<file path="config.mk">
export PLATFORM = sky130hd
export DESIGN_NAME = lvds_tx_framer
export DESIGN_NICKNAME = d
export VERILOG_FILES = /design/src/rtl/lvds_link_pkg.sv /design/src/rtl/lvds_sync_fifo.sv /design/src/rtl/lvds_tx_framer.sv
export SDC_FILE = /design/constraint.sdc
export NUM_CORES = 1
export LEC_CHECK = 0
export ABC_CLOCK_PERIOD_IN_PS = 5310
export CAP_MARGIN = 30
export CORE_ASPECT_RATIO = 0.6
export CORE_UTILIZATION = 57
export CTS_CLUSTER_SIZE = 10
export DETAILED_ROUTE_END_ITERATION = 8
export GPL_ROUTABILITY_DRIVEN = 0
export HOLD_SLACK_MARGIN = 0.15
export PLACE_DENSITY = 0.8
export SKIP_CTS_REPAIR_TIMING = 1
export SYNTH_ARGS = -nofsm -noshare
export SYNTH_HDL_FRONTEND = slang
export SYNTH_SLANG_ARGS = --single-unit
</file>
<file path="constraint.sdc">
create_clock -name tx_inclock -period 5.31 [get_ports tx_inclock]
set_input_delay 0.7965 -clock tx_inclock [delete_from_list [all_inputs] [get_ports tx_inclock]]
set_output_delay 0.7965 -clock tx_inclock [all_outputs]
set_load 0.01 [all_outputs]
</file>
<file path="src/rtl/lvds_link_pkg.sv">
// Link-format constants and word layout shared by the LVDS TX framer, RX side and link block.
package lvds_link_pkg;

    localparam logic [31:0] IDLE_WORD = 32'h5252_5252;
    localparam int unsigned VALID_BIT = 31;
    localparam int unsigned SEQ_W     = 7;
    localparam int unsigned SEQ_LSB   = 24;
    localparam int unsigned PAYLOAD_W = 24;

    typedef struct packed {
        logic                 valid;
        logic [SEQ_W-1:0]     seq;
        logic [PAYLOAD_W-1:0] payload;
    } link_word_t;

    function automatic logic [31:0] make_link_word(input logic [SEQ_W-1:0]     seq,
                                                   input logic [PAYLOAD_W-1:0] payload);
        link_word_t w;
        w.valid   = 1'b1;
        w.seq     = seq;
        w.payload = payload;
        return w;
    endfunction

endpackage

</file>
<file path="src/rtl/lvds_sync_fifo.sv">
// Single-clock first-word-fall-through FIFO with separate occupancy count and read-while-empty flag.
module lvds_sync_fifo #(
    parameter int unsigned WIDTH = 32,
    parameter int unsigned DEPTH = 8,
    parameter int unsigned AW    = $clog2(DEPTH)
) (
    input  logic             clk_i,
    input  logic             rst_ni,
    input  logic             wr_en_i,
    input  logic [WIDTH-1:0] wr_data_i,
    input  logic             rd_en_i,
    output logic [WIDTH-1:0] rd_data_o,
    output logic [AW:0]      count_o,
    output logic             full_o,
    output logic             empty_o,
    output logic             rd_err_o
);

    localparam logic [AW:0] FullCount = (AW + 1)'(DEPTH);

    logic [WIDTH-1:0] mem_q [DEPTH];
    logic [AW-1:0]    wr_ptr_q, wr_ptr_d;
    logic [AW-1:0]    rd_ptr_q, rd_ptr_d;
    logic [AW:0]      count_q, count_d;
    logic             wr_ok, rd_ok;

    assign full_o    = (count_q == FullCount);
    assign empty_o   = (count_q == '0);
    assign wr_ok     = wr_en_i & ~full_o;
    assign rd_ok     = rd_en_i & ~empty_o;
    assign rd_err_o  = rd_en_i & empty_o;
    assign rd_data_o = mem_q[rd_ptr_q];
    assign count_o   = count_q;

    // DEPTH is a power of two, so pointers wrap naturally.
    always_comb begin
        wr_ptr_d = wr_ptr_q;
        rd_ptr_d = rd_ptr_q;
        count_d  = count_q;
        if (wr_ok) wr_ptr_d = wr_ptr_q + AW'(1);
        if (rd_ok) rd_ptr_d = rd_ptr_q + AW'(1);
        unique case ({wr_ok, rd_ok})
            2'b10:   count_d = count_q + (AW + 1)'(1);
            2'b01:   count_d = count_q - (AW + 1)'(1);
            default: count_d = count_q;
        endcase
    end

    always_ff @(posedge clk_i) begin
        if (!rst_ni) begin
            wr_ptr_q <= '0;
            rd_ptr_q <= '0;
            count_q  <= '0;
        end else begin
            wr_ptr_q <= wr_ptr_d;
            rd_ptr_q <= rd_ptr_d;
            count_q  <= count_d;
        end
    end

    always_ff @(posedge clk_i) begin
        if (rst_ni && wr_ok) mem_q[wr_ptr_q] <= wr_data_i;
    end

endmodule

</file>
<file path="src/rtl/lvds_tx_framer.sv">
// TX framer: stamps payloads with a valid marker and sequence number, buffers them for the link.
module lvds_tx_framer
    import lvds_link_pkg::*;
#(
    parameter int unsigned DEPTH = 8,
    parameter int unsigned AW    = $clog2(DEPTH)
) (
    input  logic                 tx_inclock,
    input  logic                 reset_n,
    input  logic [PAYLOAD_W-1:0] usr_data,
    input  logic                 usr_valid,
    output logic                 usr_ready,
    output logic [31:0]          enq_tx,
    output logic                 RDY_enq_tx,
    input  logic                 EN_enq_tx,
    output logic [AW:0]          fifo_count,
    output logic                 pop_err
);

    logic [SEQ_W-1:0] seq_q, seq_d;
    logic             pop_err_q, pop_err_d;
    logic             push;
    logic             full, empty, rd_err;
    logic [31:0]      head_word, push_word;

    assign usr_ready = ~full;
    assign push      = usr_valid & usr_ready;
    assign push_word = make_link_word(seq_q, usr_data);

    lvds_sync_fifo #(
        .WIDTH(32),
        .DEPTH(DEPTH),
        .AW   (AW)
    ) u_fifo (
        .clk_i    (tx_inclock),
        .rst_ni   (reset_n),
        .wr_en_i  (push),
        .wr_data_i(push_word),
        .rd_en_i  (EN_enq_tx),
        .rd_data_o(head_word),
        .count_o  (fifo_count),
        .full_o   (full),
        .empty_o  (empty),
        .rd_err_o (rd_err)
    );

    always_comb begin
        seq_d     = seq_q;
        pop_err_d = pop_err_q | rd_err;
        if (push) seq_d = seq_q + SEQ_W'(1);
    end

    always_ff @(posedge tx_inclock) begin
        if (!reset_n) begin
            seq_q     <= '0;
            pop_err_q <= 1'b0;
        end else begin
            seq_q     <= seq_d;
            pop_err_q <= pop_err_d;
        end
    end

    // The stale storage word is masked so an empty buffer always shows the idle pattern.
    assign enq_tx     = empty ? IDLE_WORD : head_word;
    assign RDY_enq_tx = ~empty;
    assign pop_err    = pop_err_q;

endmodule

</file>
Word-level counts from Yosys, hierarchy flattened
Memories as Yosys holds them, arrays and structs flattened. A register that Yosys moved wholly into a read port is not among the register bits.
Cells that the tools add are included.
- add/subtract/negate cells: 5
- equality and inequality tests: 3
- multiplexer cells: 6
- bitwise gates (word level): 7
- reductions and logical operators: 3
- operator list (cell ; count):
    32-bit two-way mux ; 1
    4-bit case mux with 2 select lines ; 1
    7-bit by 1-bit adder with 7-bit output (second input constant) ; 1
    3-bit by 1-bit adder with 3-bit output (second input constant) ; 2
    3-bit two-way mux ; 2
    4-bit by 1-bit adder with 4-bit output (second input constant) ; 1
    1-bit AND ; 4
    4-bit == test (second input constant) ; 1
    4-bit zero test ; 1
    4-bit by 1-bit subtractor with 4-bit output (second input constant) ; 1
    2-bit by 1-bit == test with 1-bit output (second input constant) ; 1
    2-bit == test (second input constant) ; 1
    1-bit two-way mux ; 2
    1-bit inverter ; 2
    2-bit nonzero test ; 1
    1-bit logical AND ; 1
    1-bit OR ; 1
- register bits after elaboration: 18
- RAM bits: 248
- input bits: 28
- output and inout bits: 39
- logic and storage cells: 30
- memories kept: 1
- memories (name ; words ; width ; read ports ; clocked after memory_dff ; write ports ; line ; text):
    u_fifo.mem_q ; 8 ; 31 ; 1 ; 1 ; 1 ; lvds_sync_fifo.sv:21 ; logic [WIDTH-1:0] mem_q [DEPTH];

Depth between registers and ports, before layout
Gate-level depths: netlist of the first run.
- depth in word-level cells: 7
- gate-level depth with buffers: 11
- gate-level depth less buffers: 10

Modules after synthesis
A second synthesis of the first run with hierarchy kept.
- cell total of the unflattened synthesis: 519
- area, all modules: 10871.7 um2
- by module, submodules not included (module ; times used ; cells each ; area an instance (um2) ; seq. area each (um2)):
    lvds_sync_fifo ; 1 ; 446 ; 10287.4 ; 7947.6
    lvds_tx_framer ; 1 ; 73 ; 584.3 ; 160.2

Worst setup path before layout of the first run
No wires, ideal clock.
- kind: input to register
- start: in usr_valid
- end: mem u_fifo.mem_q[2][0] (netlist name), enable pin
- setup time: 497 ps
- arrival: 4127 ps
- data required time: 4813 ps
- setup slack: 687 ps
- stages: 3
- path buffers: 1
- path through: clkbuf_4 nand2_2 nor4_1
- longest elaborated chain between the ends: 5
- ends and longest elaborated chain (element ; line ; text):
    start: declaration ; lvds_tx_framer.sv:11 ; input logic usr_valid,
    1-bit AND ; lvds_tx_framer.sv:27 ; assign push = usr_valid & usr_ready;
    1-bit AND ; lvds_sync_fifo.sv:29 ; assign wr_ok = wr_en_i & ~full_o;
    1-bit logical AND ; lvds_sync_fifo.sv:62 ; if (rst_ni && wr_ok) mem_q[wr_ptr_q] <= wr_data_i;
    1-bit two-way mux ; lvds_sync_fifo.sv:62 ;
    1-bit two-way mux (implied by the code) ; lvds_sync_fifo.sv:62 ;
    end: declaration ; lvds_sync_fifo.sv:21 ;
No other way between the ends.

==> metrics, run 1 <==
outcome=complete, no violations; CP max FO=37; Clock Path Buffers=3; RSZ-0062 raised after global routing=false; Overall Power=a little under 0.006 W; WL per Instance=between 20 and 25 um; Syn Nets=545; Finish-stage setup viols=0; Yosys top cell by area=edfxtp_1; clk root buf=clkbuf_16; Port Buffers=between 60 and 70; VDD IR-drop max=between 0.0003 and 0.0004 V; sequential element share of the synthesized area=around three quarters; Synth Cell Area=10500 um^2; ANT nets after route=0; sw power=0.00159 W; DR vias/cell=roughly 6; core area=17500 um^2; HP Start=pop_err$_SDFF_PN0_; Pleak=between 3 and 4 nW; fin nets=634; Sw Ratio=between 20% and 30%; P per Cell Area=roughly 480 nW/um^2; Num Clock Sinks=around 270; first-pass GRT wire length=30.6 mm; Setup Crit Path Kind=reg -> out; routed via count=between 5000 and 6000; Final Hold Vio Count=0; Final Max Slew Viols=0; drc violations=0; Yosys reg bits=269; gr usage total=about 22%; worst path required time=4510 ps; drt first pass iters=5; H-tree Lvls=1; fmax=between 200 and 300 MHz; Comb pwr share=a little over a quarter; Power Internal=about 0.0043 W; max cap viols=0; vias in the first global route=~5300; CTS tree=built; die width=between 150 and 200 um; DR iter-0 viols=473; final critical-path required period=~4000 ps; CP Capture Type=output port; worst r2r src=u_fifo.count_o[1]$_SDFFE_PN0P_; sequential group share of total power=between 40% and 50%; clock network power share=roughly 30%; Synth-to-Final Area Change=18.1%; HP Class=reg -> reg; DIE HEIGHT=107 um; Worst EP arrival=between 3000 and 4000 ps; clk_skew=roughly 13 ps; fin crit share=roughly three quarters; setup TNS=0 ps; Clock transition at path regs=roughly 60 ps; Ant. Diodes=0; io pins=67; GRT Residual Overflow=0; final WL=19.8 mm; clk_lat worst skew=around 530 ps; post-synth top area share=between 70% and 80%; antenna violations before repair=0; FP Rows=37; largest net degree at the start of global routing=38; worst slew pin tran=between 800 and 900 ps; crit start category=flip-flop; placed wire-length estimate=approximately 11 mm; count of cell types in the netlist=37; Max-Slew Margin vs Limit=about 43%; TritonCTS Buffers=30; Avg Cell Area, Syn=20.4 um^2; synth top area cells=edfxtp_1 71%, mux4_2 13%, dfxtp_1 4.0%; warnings from Yosys=0; Mapped Cells=about 500; fraction of layout cells with a size suffix above 1=a little over a fifth; die area=approximately 19000 um^2; initial core utilization=between 50% and 60%
final timing paths:
path | to | cells past startpoint | slack, ps
hold / removal | pop_err$_SDFF_PN0_ | 2 | 500
hold reg to reg | pop_err$_SDFF_PN0_ | 2 | 500
setup / recovery | enq_tx[0] | 5 | 1350
setup reg to reg | u_fifo.count_o[2]$_SDFFE_PN0P_ | 8 | 2610
worst max-delay path, cell delays in order, from the launching register on:
cell	delay, ps
dfxtp_4	830
buf_4	400
mux4_2	560
mux2i_1	210
nor2_1	90
clkdlybuf4s50_1	510
cell usage in the layout (no fill, tap or decap), types with 2 or more instances in the layout:
| cell | count |
|---|---|
| buf_6 | 2 |
| nand4_1 | 4 |
| nand3_1 | 9 |
| o21ai_0 | 2 |
| dfxtp_1 | 18 |
| and3b_2 | 2 |
| mux4_2 | 62 |
| nor2_1 | 20 |
| ha_1 | 5 |
| and2_1 | 13 |
| nor2_4 | 2 |
| nor3b_1 | 2 |
| edfxtp_1 | 248 |
| nor4_2 | 2 |
| xnor2_1 | 10 |
| buf_4 | 13 |
| a21boi_0 | 3 |
| nor3_1 | 2 |
| clkbuf_1 | 12 |
| nand2b_1 | 2 |
| nor2b_1 | 4 |
| clkdlybuf4s50_1 | 66 |
| nand2_1 | 21 |
| dfxtp_2 | 2 |
| clkbuf_16 | 31 |
| buf_12 | 2 |
| mux2i_1 | 35 |
| nor3_2 | 4 |
synthesized netlist by cell type:
| cell type | count |
|---|---|
| nor4_2 | 1 |
| o21ai_0 | 2 |
| buf_1 | 3 |
| and3b_2 | 2 |
| buf_2 | 8 |
| edfxtp_1 | 248 |
| clkbuf_4 | 1 |
| buf_6 | 2 |
| nor3b_1 | 2 |
| nor2b_1 | 4 |
| clkbuf_1 | 12 |
| or3b_2 | 1 |
| nor2_1 | 22 |
| nand2_2 | 1 |
| mux4_2 | 62 |
| nand3_1 | 9 |
| xnor2_1 | 10 |
| mux2i_1 | 35 |
| a21boi_0 | 3 |
| and2_2 | 1 |
| or4b_4 | 1 |
| inv_1 | 1 |
| nand2b_1 | 2 |
| buf_4 | 1 |
| inv_2 | 1 |
| and3_1 | 1 |
| a21oi_1 | 1 |
| and2_1 | 13 |
| nor3_1 | 6 |
| nand4_1 | 4 |
| nor4_1 | 2 |
| xor2_1 | 1 |
| o21a_1 | 1 |
| o31ai_1 | 1 |
| nand2_1 | 21 |
| dfxtp_1 | 21 |
| ha_1 | 5 |
final cells by class:
type                       count  area [um^2]
clock buffer                  43          821
timing repair buffer          84          848
multi-input combinational    214         2500
sequential                   269         7870
tap                          234          293
inverter                       2         7.51
fill                        1042         5200
cell families after synthesis:
logic type                 count (synthesis)  synth area share, %
DFF                                      269                 75.3
muxes                                     97                 16.7
and+or+nand+nor                           93                 4.62
buffers and inverters                     29                 1.35
xor gates and xnor gates                  11                0.922
AOI/OAI and AO/OA                          8                0.503
adders and majority gates                  5                0.599
power by group through the flow:
stage	clock [W]	sequential [W]	combinational [W]
floorplan	0	0.00252	0.000964
global placement	0	0.00262	0.00152
detailed placement	0	0.00263	0.00156
CTS	0.00180	0.00259	0.00158
global route	0.00188	0.00261	0.00167
finish	0.00177	0.00259	0.00155
state kept, by name, summed over array words and instances, names as in the netlist, named ones only:
register / cells
pop_err: 1
u_fifo.count_o: 4
u_fifo.rd_ptr_q: 3
u_fifo.mem_q: 248
u_fifo.wr_ptr_q: 3
seq_q: 7
per-layer routing:
metal	routed length, um	GRT usage, %
met4	331	5.42
met5	0	0
met1	8670	32.4
met2	9460	35.1
met3	1290	3.94
per-stage QoR:
| step | setup WS (ps) | utilization (%) | std cells | hold WS [ps] | cell area (um^2) |
|---|---|---|---|---|---|
| after detailed placement | 1850 | 65.6 | 802 | 498 | 11500 |
| after CTS | 1220 | 70.3 | 845 | 516 | 12300 |
| after global placement | 1820 | 65.4 | 800 | 470 | 11500 |
| final | 1350 | 70.3 | 846 | 504 | 12300 |
| after floorplan | 687 | - | 512 | 467 | 10500 |
| after global routing | 1130 | 70.3 | 846 | 563 | 12300 |
(Power assumes the default switching activity.)
==> run 2: changes to the inputs <==
Settings changed: ABC_CLOCK_PERIOD_IN_PS 5310 to 3500, CORE_UTILIZATION 57 to 53, PLACE_DENSITY 0.8 to 0.78.
Clock period 5.31 ns to 3.5 ns, I/O delays scaled along.
==> metrics, run 2 (same netlist as run 1, synthesis figures left out) <==
outcome=complete, no violations; R2R setup slack=960 ps (-1650 ps); Num Clock Sinks=269 (unchanged); length of routed met2 wiring=9.42 mm (-0.44%); uppermost layer routed=met4; crit start category=flip-flop; vias in the first global route=5252 (-0.89%); highest-count cells in the layout ignoring fill and taps=248 x edfxtp_1, 66 x clkdlybuf4s50_1, 62 x mux4_2; gr usage total=20.3% (-1.8 points); CTS tree=built; TritonCTS Buffers=30 (unchanged); Port Buffers=66 (unchanged); clk_lat worst skew=530 ps (about the same); largest net degree at the start of global routing=41 (+7.9%); sw power=0.00240 W (+51%); setup TNS=0 ps (unchanged); Worst EP arrival=2600 ps (-560 ps); FP Rows=39 (+5.4%); CP Capture Type=output port; DR vias/cell=5.77 (-4.2%); Final Hold Vio Count=0 (unchanged); crit-path cells=buf_12, mux4_2, mux2i_1, nor2_1, clkdlybuf4s50_1; WHS Path Cells=2 (unchanged); fmax=320 MHz; worst path required time=2970 ps (-1540 ps); WL per Instance=22.6 um (-3.4%); Synth-to-Final Area Change=18.4%; GRT Residual Overflow=0 (unchanged); Final Max Slew Viols=0 (unchanged); io pins=67 (unchanged); Metal-1 WL=9.08 mm (+4.7%); slowest cell delay on critical path=600 ps (-230 ps); Crit-path slowest cell=mux4_2; Pleak=3.86 nW (-0.46%); Finish-stage setup viols=0 (unchanged); Power Internal=0.00658 W (+52%); DP Worst Slack=629 ps (-1220 ps); clk_skew=13.3 ps (+0.0149 ps); sequential group share of total power=42.6% (-1.2 points); fin crit share=approximately nine tenths; Clock Path Buffers=3 (unchanged); P per Cell Area=726 nW/um^2 (+52%); initial core utilization=54.5% (-5.1 points); H-tree Lvls=1 (unchanged); final WL=19.7 mm (-0.12%); first-pass GRT wire length=30.6 mm (about the same); setup ws final=373 ps (-977 ps); Setup Crit Path Kind=reg -> out; RSZ-0062 raised after global routing=false; die area=20300 um^2 (+7.4%); Final Util=64.5% (-5.8 points); antenna violations before repair=0 (unchanged); core area=19200 um^2 (+9.3%); Comb pwr share=27.7% (+1.4 points); Max-Slew Margin vs Limit=57.8% (+15 points); routed via count=5053 (-0.90%); max reg flops=248 (unchanged); DR iter-0 viols=374 (-21%); Sw Ratio=26.7% (-0.22 points); max cap viols=0 (unchanged); Worst Reg-to-Reg Cells=8 (unchanged); drc violations=0 (unchanged); Most flops, register=u_fifo.mem_q; worst slew pin tran=633 ps (-221 ps); DIE HEIGHT=111 um (+3.6%); Met3 Wirelength=1.03 mm (-20%); VDD IR-drop max=0.000514 V (+43%); ANT nets after route=0 (unchanged); clock network power share=29.8% (about the same); Clock transition at path regs=50 ps (about the same); die width=183 um (+3.7%); final critical-path required period=between 3000 and 4000 ps; drt first pass iters=5 (unchanged); fraction of layout cells with a size suffix above 1=20.9% (-0.39 points); HP Class=reg -> reg; Ant. Diodes=0 (unchanged); CP max FO=33 (-11%); placed wire-length estimate=10.7 mm (-4.0%); commonest non-fill, non-tap cell in the layout=edfxtp_1; clk root buf=clkbuf_16; fin nets=631 (-0.47%)
## run 2: worst max-delay path, delay by kind of cell, from the launching register on
kind          cells  cell delay (ps)
simple gates      1               70
buf+inv           2              770
mux               2              790
flops             1              430
## run 2: final timing paths
check	from	to
setup / recovery	flip-flop	enq_tx[13]
hold / removal	u_fifo.rd_ptr_q[1]$_SDFFE_PN0N_	flip-flop
setup reg to reg	u_fifo.count_o[1]$_SDFFE_PN0P_	u_fifo.count_o[2]$_SDFFE_PN0P_
hold reg to reg	u_fifo.rd_ptr_q[1]$_SDFFE_PN0N_	flip-flop
## run 2: routing by layer
metal  vias to the layer above  GRT usage (%)
li1                       2233              -
met1                      2661           30.9
met2                       139           31.4
met3                        20           3.71
met4                         0           3.72
met5                         -              0
## run 2: layout make-up
class / count / area (um^2)
multi-input cells: 214 / 2510
flip-flops and latches: 269 / 7870
fillers: 1274 / 6810
well taps: 266 / 333
inverters: 2 / 7.51
repair buffers: 81 / 823
clock buffers: 43 / 821
## run 2: through the flow
stage / total power (W) / hold slack, ps / instance area [um^2] / std cells
2_1_floorplan: 0.00529 / 467 / 10500 / 512
3_3_place_gp: 0.00634 / 486 / 11500 / 832
3_5_place_dp: 0.00639 / 495 / 11500 / 832
4_1_cts: 0.00908 / 511 / 12400 / 875
5_1_grt: 0.00938 / 547 / 12400 / 875
6_report: 0.00897 / 501 / 12400 / 875
## run 2: power by group through the flow
stage | clock network (W) | registers [W] | logic, W
final | 0.00267 | 0.00382 | 0.00248
after global routing | 0.00286 | 0.00384 | 0.00269
after CTS | 0.00273 | 0.00382 | 0.00253
after detailed placement | 0 | 0.00388 | 0.00251
after global placement | 0 | 0.00387 | 0.00247
after floorplan | 0 | 0.00382 | 0.00146
==> run 3: changes to the inputs <==
Settings changed: ABC_CLOCK_PERIOD_IN_PS 3500 to 2800.
Clock period 3.5 ns to 2.8 ns, I/O delays scaled along.
==> metrics, run 3 (same netlist as run 1, synthesis figures left out) <==
antenna violations before repair=1 (+1); Most flops, register=u_fifo.mem_q; fin crit share=101%; CTS tree=built; setup ws final=-16.0 ps (-388 ps); Max-Slew Margin vs Limit=68.6% (+11 points); first-pass GRT wire length=31.0 mm (+1.4%); Final Hold Vio Count=0 (unchanged); HP Class=reg -> reg; Comb pwr share=29.1% (+1.4 points); WL per Instance=22.7 um (+0.49%); CP Capture Type=output port; Non-Filler Instances=915 (+4.6%); Worst EP arrival=2400 ps (-200 ps); Port Buffers=66 (unchanged); Fillers=1205 (-5.4%); CP max FO=8 (-76%); clock network power share=29.9% (about the same); H-tree Lvls=1 (unchanged); max reg flops=248 (unchanged); final critical-path required period=around 2800 ps; ANT nets after route=0 (unchanged); failing checks=setup timing; DR iter-0 viols=474 (+27%); Inst Count DP=840 (+0.96%); Setup Crit Path Kind=reg -> out; DIE HEIGHT=111 um (unchanged); Power Internal=0.00845 W (+29%); setup TNS=-31.3 ps (-31.3 ps); Worst Reg-to-Reg Cells=8 (unchanged); highest-count cells in the layout ignoring fill and taps=248 x edfxtp_1, 62 x mux4_2, 37 x clkdlybuf4s50_1; worst path required time=2380 ps (-590 ps); GRT Residual Overflow=0 (unchanged); Synth-to-Final Area Change=22.9%; outcome=finished with violations; Finish-stage setup viols=2 (+2); sequential group share of total power=41.0% (-1.6 points); crit start category=flip-flop; commonest non-fill, non-tap cell in the layout=edfxtp_1; worst slew pin tran=470 ps (-163 ps); clk root buf=clkbuf_16; TritonCTS Buffers=30 (unchanged); fraction of layout cells with a size suffix above 1=23.9% (+3.1 points); DP Worst Slack=310 ps (-319 ps); max cap viols=0 (unchanged); largest net degree at the start of global routing=63 (+54%); DR vias/cell=5.70 (-1.3%); placed wire-length estimate=11.4 mm (+6.8%); sw power=0.00318 W (+33%); initial core utilization=54.5% (unchanged); VDD IR-drop max=0.000618 V (+20%); FP Rows=39 (unchanged); clk_lat worst skew=540 ps (about the same); Sw Ratio=27.3% (+0.62 points); routed via count=5216 (+3.2%); io pins=67 (unchanged); RSZ-0062 raised after global routing=true; WHS Path Cells=2 (unchanged); die area=20300 um^2 (unchanged); Num Clock Sinks=269 (unchanged); final WL=20.7 mm (+5.1%); Clock transition at path regs=50 ps (about the same); Final Util=67.0% (+2.5 points); Final Max Slew Viols=0 (unchanged); die width=183 um (unchanged); P per Cell Area=906 nW/um^2 (+25%); clk_skew=9.55 ps (-3.79 ps); drt first pass iters=5 (unchanged); core area=19200 um^2 (unchanged); Clock Path Buffers=3 (unchanged); Pleak=4.37 nW (+13%); vias in the first global route=5361 (+2.1%); Overall Power=0.0116 W (+30%); fmax=355 MHz; fin nets=657 (+4.1%); R2R setup slack=400 ps (-560 ps); drc violations=0 (unchanged); gr usage total=20.6% (+0.28 points)
run 3: path summary, 6_finish.rpt:
check                                      start                        endpoint
hold reg to reg               pop_err$_SDFF_PN0_              pop_err$_SDFF_PN0_
setup / recovery                       flip-flop                      enq_tx[25]
setup reg to reg  u_fifo.count_o[1]$_SDFFE_PN0P_  u_fifo.count_o[2]$_SDFFE_PN0P_
hold / removal                pop_err$_SDFF_PN0_              pop_err$_SDFF_PN0_
run 3: cell type report:
cell class	count	area, um^2	area share (%)
well taps	266	333	2.59
multi-input cells	214	2520	19.6
inverters	2	7.51	0.0585
diodes	1	2.50	0.0195
flip-flops and latches	269	7870	61.3
clock buffers	56	870	6.77
repair buffers	107	1230	9.60
run 3: through the flow:
step / hold WS, ps / area (um^2)
6_report: 526 / 12800
5_1_grt: 571 / 12800
4_1_cts: 527 / 12600
3_5_place_dp: 515 / 11700
3_3_place_gp: 476 / 11700
2_1_floorplan: 467 / 10500
run 3: worst max-delay path, cell delays in order (launching register included):
cell and delay [ps]:
dfxtp_4 410, buf_8 170, mux4_2 530, mux2i_2 190
nand2_1 70, clkdlybuf4s50_1 480
run 3: power by group through the flow:
stage | registers [W] | clock network (W) | logic [W]
finish | 0.00477 | 0.00348 | 0.00338
global route | 0.00479 | 0.00369 | 0.00365
CTS | 0.00478 | 0.00354 | 0.00324
detailed placement | 0.00486 | 0 | 0.00323
global placement | 0.00484 | 0 | 0.00318
floorplan | 0.00478 | 0 | 0.00183
run 3: per-layer routing:
layer / part of all wire [%] / GRT usage (%)
met5: 0 / 0
met4: 1.8 / 5.89
met3: 5.8 / 4.11
met2: 47 / 31.0
met1: 46 / 30.9
